## src/rtl/or10_mul_requester_pkg.sv

```systemverilog
// Shared types and constants for the OR10 external multiplier requester.
package or10_mul_requester_pkg;

    localparam int unsigned OP_W        = 32;
    localparam int unsigned MOP_W       = 33;
    localparam int unsigned P_W         = 66;
    localparam int unsigned CNT_W       = 4;
    localparam int unsigned MUL_LAT_MIN = 1;
    localparam int unsigned MUL_LAT_MAX = 15;

    typedef enum logic [1:0] {
        ST_IDLE = 2'd0,
        ST_WAIT = 2'd1,
        ST_DONE = 2'd2
    } state_e;

    typedef struct packed {
        logic            overflow;
        logic [OP_W-1:0] hi;
        logic [OP_W-1:0] lo;
    } rsp_t;

    // Product does not fit in 32 bits under the latched signedness.
    function automatic logic calc_overflow(input logic            is_signed,
                                           input logic [OP_W-1:0] lo,
                                           input logic [OP_W-1:0] hi);
        if (is_signed) begin
            return hi != {OP_W{lo[OP_W-1]}};
        end
        return hi != '0;
    endfunction

endpackage

```

## src/rtl/or10_mul_requester_if.sv

```systemverilog
// Request, response and external-multiplier signals of the OR10 multiply requester.
interface or10_mul_requester_if;
    import or10_mul_requester_pkg::*;

    logic             req_valid;
    logic             req_ready;
    logic             req_signed;
    logic [OP_W-1:0]  req_op_a;
    logic [OP_W-1:0]  req_op_b;
    logic             rsp_valid;
    logic             rsp_ready;
    logic [OP_W-1:0]  rsp_lo;
    logic [OP_W-1:0]  rsp_hi;
    logic             rsp_overflow;
    logic             busy;
    logic [MOP_W-1:0] mul_a;
    logic [MOP_W-1:0] mul_b;
    logic [P_W-1:0]   mul_p;

    // Requester view.
    modport master (
        input  req_valid, req_signed, req_op_a, req_op_b, rsp_ready, mul_p,
        output req_ready, rsp_valid, rsp_lo, rsp_hi, rsp_overflow, busy, mul_a, mul_b
    );

    // Execute stage and multiplier view.
    modport slave (
        output req_valid, req_signed, req_op_a, req_op_b, rsp_ready, mul_p,
        input  req_ready, rsp_valid, rsp_lo, rsp_hi, rsp_overflow, busy, mul_a, mul_b
    );

endinterface

```

## src/rtl/or10_mul_requester.sv

```systemverilog
// CPU-side initiator for the OR10 external multiplier: holds 33-bit operands for a
// fixed pipeline latency, captures the product and returns lo/hi/overflow.
module or10_mul_requester
    import or10_mul_requester_pkg::*;
#(
    parameter int unsigned MUL_LATENCY = 3
) (
    input  logic                 clk,
    input  logic                 rst_n,
    input  logic                 flush,
    or10_mul_requester_if.master bus
);

    if (MUL_LATENCY < MUL_LAT_MIN || MUL_LATENCY > MUL_LAT_MAX) begin : g_assert_false
        $error("or10_mul_requester: MUL_LATENCY must be within 1..15");
    end

    state_e             state_q, state_d;
    logic [CNT_W-1:0]   cnt_q, cnt_d;
    logic               signed_q, signed_d;
    logic [MOP_W-1:0]   mul_a_q, mul_a_d;
    logic [MOP_W-1:0]   mul_b_q, mul_b_d;
    rsp_t               rsp_q, rsp_d;
    logic               rsp_valid_q, rsp_valid_d;
    logic               busy_q, busy_d;
    logic               req_ready_c;
    logic               accept_c;
    logic [1:0]         mul_p_top_unused;

    // Top product bits are outside the 64-bit result.
    assign mul_p_top_unused = bus.mul_p[P_W-1:P_W-2];

    assign req_ready_c = !flush && ((state_q == ST_IDLE) ||
                                    ((state_q == ST_DONE) && bus.rsp_ready));
    assign accept_c    = bus.req_valid && req_ready_c;

    // Next-state, operand and result logic.
    always_comb begin
        state_d  = state_q;
        cnt_d    = cnt_q;
        signed_d = signed_q;
        mul_a_d  = mul_a_q;
        mul_b_d  = mul_b_q;
        rsp_d    = rsp_q;

        if (flush) begin
            state_d = ST_IDLE;
            cnt_d   = '0;
            mul_a_d = '0;
            mul_b_d = '0;
            rsp_d   = '0;
        end else begin
            unique case (state_q)
                ST_IDLE: ;
                ST_WAIT: begin
                    cnt_d = cnt_q - CNT_W'(1);
                    if (cnt_q == CNT_W'(1)) begin
                        rsp_d.lo       = bus.mul_p[OP_W-1:0];
                        rsp_d.hi       = bus.mul_p[2*OP_W-1:OP_W];
                        rsp_d.overflow = calc_overflow(signed_q, bus.mul_p[OP_W-1:0],
                                                       bus.mul_p[2*OP_W-1:OP_W]);
                        state_d        = ST_DONE;
                    end
                end
                ST_DONE: begin
                    if (bus.rsp_ready) begin
                        state_d = ST_IDLE;
                        mul_a_d = '0;
                        mul_b_d = '0;
                    end
                end
                default: state_d = ST_IDLE;
            endcase

            // Accept only happens in IDLE or on a DONE handshake; overrides the drop to IDLE.
            if (accept_c) begin
                state_d  = ST_WAIT;
                cnt_d    = CNT_W'(MUL_LATENCY);
                signed_d = bus.req_signed;
                mul_a_d  = {bus.req_signed & bus.req_op_a[OP_W-1], bus.req_op_a};
                mul_b_d  = {bus.req_signed & bus.req_op_b[OP_W-1], bus.req_op_b};
            end
        end

        rsp_valid_d = (state_d == ST_DONE);
        busy_d      = (state_d != ST_IDLE);
    end

    always_ff @(posedge clk or negedge rst_n) begin
        if (!rst_n) begin
            state_q     <= ST_IDLE;
            cnt_q       <= '0;
            signed_q    <= 1'b0;
            mul_a_q     <= '0;
            mul_b_q     <= '0;
            rsp_q       <= '0;
            rsp_valid_q <= 1'b0;
            busy_q      <= 1'b0;
        end else begin
            state_q     <= state_d;
            cnt_q       <= cnt_d;
            signed_q    <= signed_d;
            mul_a_q     <= mul_a_d;
            mul_b_q     <= mul_b_d;
            rsp_q       <= rsp_d;
            rsp_valid_q <= rsp_valid_d;
            busy_q      <= busy_d;
        end
    end

    assign bus.req_ready    = req_ready_c;
    assign bus.rsp_valid    = rsp_valid_q;
    assign bus.rsp_lo       = rsp_q.lo;
    assign bus.rsp_hi       = rsp_q.hi;
    assign bus.rsp_overflow = rsp_q.overflow;
    assign bus.busy         = busy_q;
    assign bus.mul_a        = mul_a_q;
    assign bus.mul_b        = mul_b_q;

endmodule
```

## src/flat_wrapper.sv

```systemverilog
// flat-port wrapper written by rule: the top's interface ports become plain ports
module or10_mul_requester_flat import or10_mul_requester_pkg::*;
#(
    parameter int unsigned MUL_LATENCY = 3
)
  (clk, rst_n, flush, bus_req_valid, bus_req_signed, bus_req_op_a, bus_req_op_b, bus_rsp_ready, bus_mul_p, bus_req_ready, bus_rsp_valid, bus_rsp_lo, bus_rsp_hi, bus_rsp_overflow, bus_busy, bus_mul_a, bus_mul_b);
  or10_mul_requester_if bus_i ();
  input  logic clk;
  input  logic rst_n;
  input  logic flush;
  input wire logic [$bits(bus_i.req_valid)-1:0] bus_req_valid;
  input wire logic [$bits(bus_i.req_signed)-1:0] bus_req_signed;
  input wire logic [$bits(bus_i.req_op_a)-1:0] bus_req_op_a;
  input wire logic [$bits(bus_i.req_op_b)-1:0] bus_req_op_b;
  input wire logic [$bits(bus_i.rsp_ready)-1:0] bus_rsp_ready;
  input wire logic [$bits(bus_i.mul_p)-1:0] bus_mul_p;
  output wire logic [$bits(bus_i.req_ready)-1:0] bus_req_ready;
  output wire logic [$bits(bus_i.rsp_valid)-1:0] bus_rsp_valid;
  output wire logic [$bits(bus_i.rsp_lo)-1:0] bus_rsp_lo;
  output wire logic [$bits(bus_i.rsp_hi)-1:0] bus_rsp_hi;
  output wire logic [$bits(bus_i.rsp_overflow)-1:0] bus_rsp_overflow;
  output wire logic [$bits(bus_i.busy)-1:0] bus_busy;
  output wire logic [$bits(bus_i.mul_a)-1:0] bus_mul_a;
  output wire logic [$bits(bus_i.mul_b)-1:0] bus_mul_b;
  assign bus_i.req_valid = bus_req_valid;
  assign bus_i.req_signed = bus_req_signed;
  assign bus_i.req_op_a = bus_req_op_a;
  assign bus_i.req_op_b = bus_req_op_b;
  assign bus_i.rsp_ready = bus_rsp_ready;
  assign bus_i.mul_p = bus_mul_p;
  assign bus_req_ready = bus_i.req_ready;
  assign bus_rsp_valid = bus_i.rsp_valid;
  assign bus_rsp_lo = bus_i.rsp_lo;
  assign bus_rsp_hi = bus_i.rsp_hi;
  assign bus_rsp_overflow = bus_i.rsp_overflow;
  assign bus_busy = bus_i.busy;
  assign bus_mul_a = bus_i.mul_a;
  assign bus_mul_b = bus_i.mul_b;
  or10_mul_requester #(.MUL_LATENCY(MUL_LATENCY)) u_core (.clk(clk), .rst_n(rst_n), .flush(flush), .bus(bus_i));
endmodule
```

## config.mk

```make
export PLATFORM = sky130hd
export DESIGN_NAME = or10_mul_requester_flat
export DESIGN_NICKNAME = d
export VERILOG_FILES = /design/src/rtl/or10_mul_requester_pkg.sv /design/src/rtl/or10_mul_requester_if.sv /design/src/rtl/or10_mul_requester.sv /design/src/flat_wrapper.sv
export SDC_FILE = /design/constraint.sdc
export NUM_CORES = 1
export LEC_CHECK = 0
export BUFFER_PORTS_ARGS = -buffer_cell sky130_fd_sc_hd__buf_2
export CAP_MARGIN = 20
export CORE_ASPECT_RATIO = 1.4
export CORE_UTILIZATION = 46
export DETAILED_ROUTE_END_ITERATION = 16
export GPL_TIMING_DRIVEN = 0
export PLACE_DENSITY = 0.8
export SYNTH_ARGS = -nofsm -noshare
export SYNTH_HDL_FRONTEND = slang
export SYNTH_SLANG_ARGS = --single-unit
```

## constraint.sdc

```tcl
create_clock -name clk -period 2 [get_ports clk]
set_input_delay 0 -clock clk [delete_from_list [all_inputs] [get_ports clk]]
set_output_delay 0 -clock clk [all_outputs]
set_load 0.01 [all_outputs]
```

Yosys cells after proc, flatten, opt, wreduce, memory -nomap -nowiden. Cells that the tools add are included.

Register bits: 140.

Muxes and demuxes: 23. Bitwise gates (word level): 3. Equal/unequal tests: 5. Add/subtract/negate cells: 1. Reductions and logical operators: 16.

Operators by type and width (count): two-way mux 33 bit (6); two-way mux 65 bit (3); != test 32 bit (1); nonzero test 32 bit (1); two-way mux 4 bit (3); nonzero test 3 bit (3); two-way mux 2 bit (4); two-way mux 1 bit (6); case mux 2 bit (3 select lines) (1); AND reduction 2 bit (3); nonzero test 2 bit (3); == test 2 bit (second input constant) (2); == test 4 x 1 -> 1 bit (second input constant) (1); subtractor 4 x 1 -> 4 bit (second input constant) (1); logical AND 1 bit (3); bitwise AND 1 bit (2); == test 2 x 1 -> 1 bit (second input constant) (1); logical NOT 2 bit (1); logical NOT 1 bit (1); logical OR 1 bit (1); inverter 1 bit (1).

Longest topological paths before layout. Gate-level depths: netlist of run 1.

Depth in word-level cells: 8. Mapped depth: 8.

Worst setup path before layout of run 1. No wires, ideal clock.

Path kind: register -> register. Start point: register u_core.state_q[1]. End point: register u_core.signed_q. Path buffers: 2. Data arrival time: 1.474 ns. Stages on the path, launching flop included: 7. Slack: 0.401 ns. Path through: dfrtp_1 -> nor2b_4 -> nor3_2 -> and2_4 -> buf_6 -> buf_6 -> mux2_2.

Longest elaborated chain between the ends: 6. Elaborated cells on any way between the ends: 7. Classes of those cells: 1 x eq/ne; 6 x reduce/logical.

RTL lines: start: declaration (RTL line or10_mul_requester.sv:18) `state_e state_q, state_d;`; start signal: assignment (RTL line or10_mul_requester.sv:100) `state_q <= state_d;`; == test 2 bit (RTL line or10_mul_requester.sv:34) `((state_q == ST_DONE) && bus.rsp_ready));`; logical AND 1 bit (RTL line or10_mul_requester.sv:34); logical OR 1 bit * (RTL line or10_mul_requester.sv:33) `assign req_ready_c = !flush && ((state_q == ST_IDLE) ||`; logical AND 1 bit * (RTL line or10_mul_requester.sv:33); named net bus_req_ready (RTL line flat_wrapper.sv:17) `output wire logic [$bits(bus_i.req_ready)-1:0] bus_req_ready;`; logical AND 1 bit * (RTL line or10_mul_requester.sv:35) `assign accept_c = bus.req_valid && req_ready_c;`; AND reduction 2 bit (no line) *; end signal: assignment (RTL line or10_mul_requester.sv:102) `signed_q <= signed_d;`; end: declaration (RTL line or10_mul_requester.sv:20) `logic signed_q, signed_d;`.

Mark *: on every way through the listed nets, which the timed path passes. The rest lies on a longest branch. A chain may end at the register's enable or synchronous reset.

Final worst setup path of run 1.
Start point: register u_core.cnt_q[1]. End point: register u_core.rsp_q, in the netlist u_core.bus.rsp_hi[13].

Longest elaborated chain between the ends: 3.

RTL lines: start: declaration (RTL line or10_mul_requester.sv:19) `logic [CNT_W-1:0] cnt_q, cnt_d;`; start signal: assignment (RTL line or10_mul_requester.sv:101) `cnt_q <= cnt_d;`; == test 4 x 1 -> 1 bit (RTL line or10_mul_requester.sv:57) `if (cnt_q == CNT_W'(1)) begin`; nonzero test 2 bit (no line); AND reduction 2 bit (no line); end signal: assignment (RTL line or10_mul_requester.sv:105) `rsp_q <= rsp_d;`; end: declaration (RTL line or10_mul_requester.sv:23) `rsp_t rsp_q, rsp_d;`.

No other way between the ends.

==> results of run 1 <==
==> cells in the final DEF, fill, tap and decap left out, types with 4 or more instances in the layout <==
| cell | instances |
|---|---|
| buf_6 | 4 |
| clkbuf_1 | 12 |
| bufinv_16 | 4 |
| clkinvlp_4 | 4 |
| nand4_1 | 7 |
| nor4_1 | 10 |
| buf_2 | 283 |
| dlygate4sd3_1 | 132 |
| nand2_1 | 135 |
| clkbuf_16 | 17 |
| dfrtp_1 | 140 |
| buf_4 | 6 |
| a22o_1 | 64 |
| a21oi_1 | 70 |
==> power by group through the flow <==
| stage | sequential (mW) | clock [mW] | combinational, mW |
|---|---|---|---|
| 3_5_place_dp | 3.20 | 0 | 1.05 |
| 4_1_cts | 3.15 | 3.39 | 1.26 |
| 2_1_floorplan | 3.27 | 0 | 0.436 |
| 5_1_grt | 3.19 | 3.52 | 1.40 |
| 6_report | 3.17 | 3.36 | 1.30 |
| 3_3_place_gp | 3.19 | 0 | 1.00 |
==> critical path: stages (launching register included) <==
cell     delay (ps)
dfrtp_1         400
inv_1            90
ha_1            140
nor3b_2         280
nand2_1         170
buf_2           220
buf_2           210
nand2_1         100
a21oi_1          80
==> worst min-delay path by stage <==
stage / endpoint / cells past startpoint / from
2_1_floorplan: u_core.bus.busy / 0 / rst_n
3_3_place_gp: u_core.bus.mul_b[12] / 2 / bus_req_op_b[12]
3_5_place_dp: u_core.bus.mul_b[17] / 1 / rst_n
4_1_cts: u_core.cnt_q[1] / 4 / flush
5_1_grt: u_core.cnt_q[1] / 4 / flush
6_report: u_core.cnt_q[1] / 4 / flush
==> area by class of cell <==
| type | instances | share of cell area |
|---|---|---|
| flip-flops and latches | 140 | 0.387 |
| repair buffers | 400 | 0.297 |
| multi-input cells | 322 | 0.202 |
| clock buffers | 19 | 0.0489 |
| plain buffers | 38 | 0.0231 |
| clock inverters | 13 | 0.0210 |
| well taps | 147 | 0.0203 |
| inverters | 2 | 0.000829 |
==> per-stage QoR <==
step,util,hold slack (ps),std cells
final,0.770,54.5,1081
after global routing,0.770,58.4,1081
after CTS,0.770,36.1,1081
after detailed placement,0.604,62.9,917
after global placement,0.601,225,916
after floorplan,-,-296,502
==> sequential cells by signal, summed over array words and instances, names as in the netlist <==
name,count
u_core.bus.mul_a,33
u_core.bus.mul_b,33
u_core.bus.rsp_hi,32
u_core.bus.rsp_lo,32
u_core.cnt_q,4
u_core.state_q,2
u_core.bus.busy,1
u_core.bus.rsp_overflow,1
u_core.bus.rsp_valid,1
u_core.signed_q,1
==> kinds of logic after synthesis <==
logic type,share of synthesized area
compound gates,0.178
simple gates,0.138
xor+xnor,0.00474
flops,0.632
buf+inv,0.0390
fa+ha+maj,0.00451
mux,0.00384
==> metal layers <==
layer	part of all wire	wire length [um]
met5	0	0
met4	0.042	847
met3	0.076	1540
met2	0.53	10800
met1	0.35	7070
==> what timing repair did <==
| action | CTS | global route |
|---|---|---|
| resized for setup | 1 | 0 |
| hold buffers | 132 | 0 |
| setup endpoints to repair | 6 | 0 |
| hold endpoints to repair | 208 | 0 |
==> flow_metrics.py, run 1 <==
metrics = {
    "floorplanning": {
        "io_pins": 270,
        "rows": 47,
        "start_util": 0.471,
        "die-area_um2": 12500,
        "die_h_um": 132,
        "coreArea_um2": 11800,
        "dieWidth_um": 94.8,
    },
    "yosys": {
        "synth_nets": 640,
        "ys_warn_count": 0,
        "ys_ff_latch": 140,
        "synth_ff_type": "dfrtp_1",
        "synth_edf_count": 0,
        "async_flop_share": 1.00,
        "synth.cell_area_um2": 5540,
        "synth_top_cell_area_share": 0.632,
        "synth.largest_area_cell": "dfrtp_1",
        "ys_types": 37,
        "ys_top_cells_by_count": "dfrtp_1 (140), nand2_1 (135), a21oi_1 (70)",
        "seq_area_frac_synth": 0.632,
        "syn_avg_cell_area_um2": 11.0,
        "netlist_instances": 502,
        "ys_top_cells_by_area": "dfrtp_1 (63%), a22o_1 (10%), nand2_1 (9.1%), a21oi_1 (6.3%), buf_2 (1.5%)",
        "yosysMostFrequentCell": "dfrtp_1",
    },
    "layout": {
        "multi_input_area_um2": 1830,
        "ff_latch_area_um2": 3500,
        "insertedDiodeCount": 0,
        "nNetsFinal": 1059,
        "nFillCells": 725,
        "area_delta_synth_final_pct": 63.4,
        "stdcell_area_um2": 9060,
        "drive_gt1_frac": 0.355,
    },
    "setup_path": {
        "critPathKind": "reg2reg",
        "r2r_start": "u_core.cnt_q[1]",
        "regToRegSetupSlack_ps": 180,
        "cp_data_required_time_ps": 2270,
        "start_kind": "flip-flop",
        "crit_fanout": 10,
        "crit_start": "u_core.cnt_q[1]",
        "worstRegToRegCells": 8,
        "endpoint": "u_core.bus.rsp_hi[13]",
        "crit_arrival_ps": 2090,
        "end_kind": "flip-flop",
        "r2r_end": "u_core.bus.rsp_hi[13]",
    },
    "global_routing": {
        "grt_util_all_layers": 0.327,
        "grt_most_used_layer": "met2",
        "grt-ovfl-total": 0,
        "use_met1": 0.346,
        "grt_pass1_vias": 6216,
        "grt_use_met2": 0.584,
        "use_met3": 0.0911,
        "antenna_found_initial": 0,
        "grt_max_degree": 73,
        "grt_first_pass_wirelength_um": 31100,
    },
    "sta": {
        "setup_ws_ps": 181,
        "hold_viol": 0,
        "tightestPinTransition_ps": 672,
        "min_period_ps": 1820,
        "period_share": 0.909,
        "tns_ps": 0,
        "rsz0062_at_grt": "no",
        "skew_ps": 10.0,
        "setup_viol": 0,
        "max_slew_margin": 0.552,
        "finalMaxSlewViolations": 0,
        "fmax_mhz": 550,
    },
    "power": {
        "finalPower_mw": 7.83,
        "p_comb_frac": 0.166,
        "p_per_area_nw_per_um2": 865,
        "sw_frac_of_total": 0.262,
        "ir_drop_mv": 0.519,
        "clockPowerShare": 0.429,
        "sequentialPowerShare": 0.405,
        "p_int_mw": 5.78,
        "netSwitchingPower_mw": 2.06,
        "power_leakage_nw": 4.62,
    },
    "place": {
        "place_area_um2": 7100,
        "place_ws_ps": 4.67,
        "place.gp.congestion": 0.803,
        "io_buffer_count": 267,
        "hpwl_um": 12000,
    },
    "hold_path": {
        "hp-class": "in2reg",
    },
    "run_status": {
        "outcome": "finished clean",
    },
    "clock_network": {
        "htreeDepth": 4,
        "cts_tree": "yes",
        "root_buffer": "clkbuf_16",
        "cts_setup_buffers": 0,
        "insertion_delay_ps": 410,
        "cts_inserted_buffers": 17,
        "clock_path_buffers": 2,
        "clk_pin_slew_ps": 60,
        "clock_sinks": 140,
    },
    "drt": {
        "num_vias": 5896,
        "route.detailed.drc": 0,
        "drt_first_pass_iters": 4,
        "postRouteAntennaNets": 0,
        "wl_um": 20300,
        "drt-initial-drc-count": 264,
        "viasPerCell": 5.45,
        "wl_per_cell_um": 18.7,
    },
    "run": {
        "max_cap_violations": 0,
    },
}
No activity file was read; power rests on OpenSTA's default activity.
==> run 2, diff against run 1 <==
Settings changed: RECOVER_POWER set to 50.
==> run 2 against run 1 <==
Sequential power about the same. Combinational power decreased by 4%. The run now ends with max-capacitance violations, max-slew violations left. Register-to-register slack about the same. Flip-flop and latch count stayed put. Highest routed layer unchanged. Cell area is 2.0% lower. Fmax grew 0.71%. Hold slack improved by 2.3 ps. Via count rose by 0.14%. Utilization down 1.6 points. Setup slack improved by 13 ps.
==> flow_metrics.py, run 2 (synthesized netlist as in run 1, its figures left out) <==
metrics = {
    "run_status": {
        "outcome": "finished with violations",
        "failed_checks": "max-capacitance violations, max-slew violations",
    },
    "clock_network": {
        "root_buffer": "clkbuf_16",
        "clock_sinks": 140,
        "clk_pin_slew_ps": 60,
        "cts_inserted_buffers": 17,
        "clock_path_buffers": 2,
        "htreeDepth": 4,
        "insertion_delay_ps": 410,
        "cts_tree": "yes",
    },
    "layout": {
        "drive_gt1_frac": 0.212,
        "area_delta_synth_final_pct": 60.0,
        "ff_latch_area_um2": 3500,
        "layout_common_cells": "buf_2 (151), clkbuf_1 (145), dfrtp_1 (140)",
        "nFillCells": 822,
        "nNetsFinal": 1059,
        "multi_input_area_um2": 1820,
        "finish.utilization": 0.754,
        "final_common_cell": "buf_2",
    },
    "global_routing": {
        "grt_pass1_vias": 6216,
        "grt_first_pass_wirelength_um": 31100,
        "grt_util_all_layers": 0.327,
        "antenna_found_initial": 0,
        "grt-ovfl-total": 0,
        "grt_max_degree": 73,
    },
    "sta": {
        "period_share": 0.903,
        "setup_viol": 0,
        "tightestPinTransition_ps": 1610,
        "fmax_mhz": 554,
        "skew_ps": 10.4,
        "min_period_ps": 1810,
        "finalMaxSlewViolations": 72,
        "max_slew_margin": -0.0734,
        "tns_ps": 0,
        "worst_hold_slack_ps": 56.8,
        "rsz0062_at_grt": "no",
        "hold_viol": 0,
    },
    "drt": {
        "route.detailed.drc": 0,
        "postRouteAntennaNets": 0,
        "wl_per_cell_um": 18.7,
        "num_vias": 5904,
        "drt-initial-drc-count": 305,
        "drt_first_pass_iters": 5,
        "wl_um": 20300,
        "viasPerCell": 5.46,
    },
    "setup_path": {
        "end_kind": "flip-flop",
        "crit_path_cell_trace": "inv_1, ha_1, nor3b_2, nand2_1, buf_2, buf_2, nand2_1, a21oi_1",
        "start_kind": "flip-flop",
        "crit_family": "simple AND/OR/NAND/NOR gates",
        "cp_slowest_cell": "dfrtp_1",
        "cp_data_required_time_ps": 2270,
        "crit_fanout": 10,
        "critPathBufInv": 3,
        "critPathKind": "reg2reg",
        "max_stage_delay_ps": 400,
        "crit_arrival_ps": 2070,
    },
    "power": {
        "ir_drop_mv": 0.517,
        "p_per_area_nw_per_um2": 877,
        "power_leakage_nw": 4.06,
    },
    "floorplanning": {
        "die_h_um": 132,
        "start_util": 0.471,
        "coreArea_um2": 11800,
        "io_pins": 270,
        "die-area_um2": 12500,
        "rows": 47,
        "dieWidth_um": 94.8,
    },
    "place": {
        "place.gp.congestion": 0.803,
        "hpwl_um": 12000,
        "io_buffer_count": 267,
    },
    "hold_path": {
        "hp-class": "in2reg",
    },
    "run": {
        "max_cap_violations": 1,
    },
}
==> run 2: changes by cell type in the layout (fill, tap and decap cells not counted), sizes merged <==
cell    change
buf       -133
diode       +1
clkbuf    +133
==> run 2: layout make-up <==
cell class                      instances  share of cell area
Buffer                                 38              0.0236
Tap cell                              147              0.0207
Multi-Input combinational cell        322               0.205
Inverter                                2            0.000846
Sequential cell                       140               0.395
Clock buffer                           19              0.0499
Timing Repair Buffer                  400               0.283
Clock inverter                         13              0.0214
Antenna cell                            1            0.000282
==> run 2: power by group <==
part	internal, mW	total [mW]	leakage (nW)	switching (mW)
combinational	0.568	1.25	1.85	0.681
clock	2.13	3.36	0.296	1.23
sequential	3.03	3.18	1.91	0.148
total	5.73	7.78	4.06	2.06
==> run 2: metrics by stage <==
step	std cells	instance area [um2]	power, mW	setup WS (ps)
floorplan	502	5540	3.70	401
global placement	916	7060	4.19	-837
detailed placement	917	7100	4.25	4.67
CTS	1081	9060	7.81	200
global route	1081	8870	8.06	21.7
finish	1082	8870	7.78	194
==> run 2: metal layers <==
layer,track usage,part of all wire,wire [um]
met1,0.346,0.35,7050
met4,0.154,0.042,849
met2,0.584,0.53,10800
met5,0,0,0
met3,0.0911,0.079,1610
==> run 2: worst reg2reg max path, cell delays in order (launching register included) <==
cell	delay, ps
dfrtp_1	400
inv_1	90
ha_1	130
nor3b_2	280
nand2_1	170
buf_2	220
buf_2	200
nand2_1	100
a21oi_1	80
==> run 2: path summary, 6_finish.rpt <==
kind,start,endpoint,slack (ps),cells past startpoint
setup / recovery,u_core.cnt_q[1],u_core.bus.rsp_hi[13],190,8
hold / removal,flush,u_core.cnt_q[1],60,4
setup reg to reg,u_core.cnt_q[1],u_core.bus.rsp_hi[13],190,8
hold reg to reg,u_core.bus.mul_b[29],u_core.bus.mul_b[29],500,1
max in group asynchronous,rst_n,u_core.bus.mul_a[4],360,3
min in group asynchronous,rst_n,u_core.bus.mul_b[17],560,2
==> run 2: what timing repair did <==
item,in CTS,in global routing
hold buffers,132,0
setup buffers,0,0
resized for setup,1,0
hold endpoints to repair,208,0
endpoints found under the setup margin,6,0
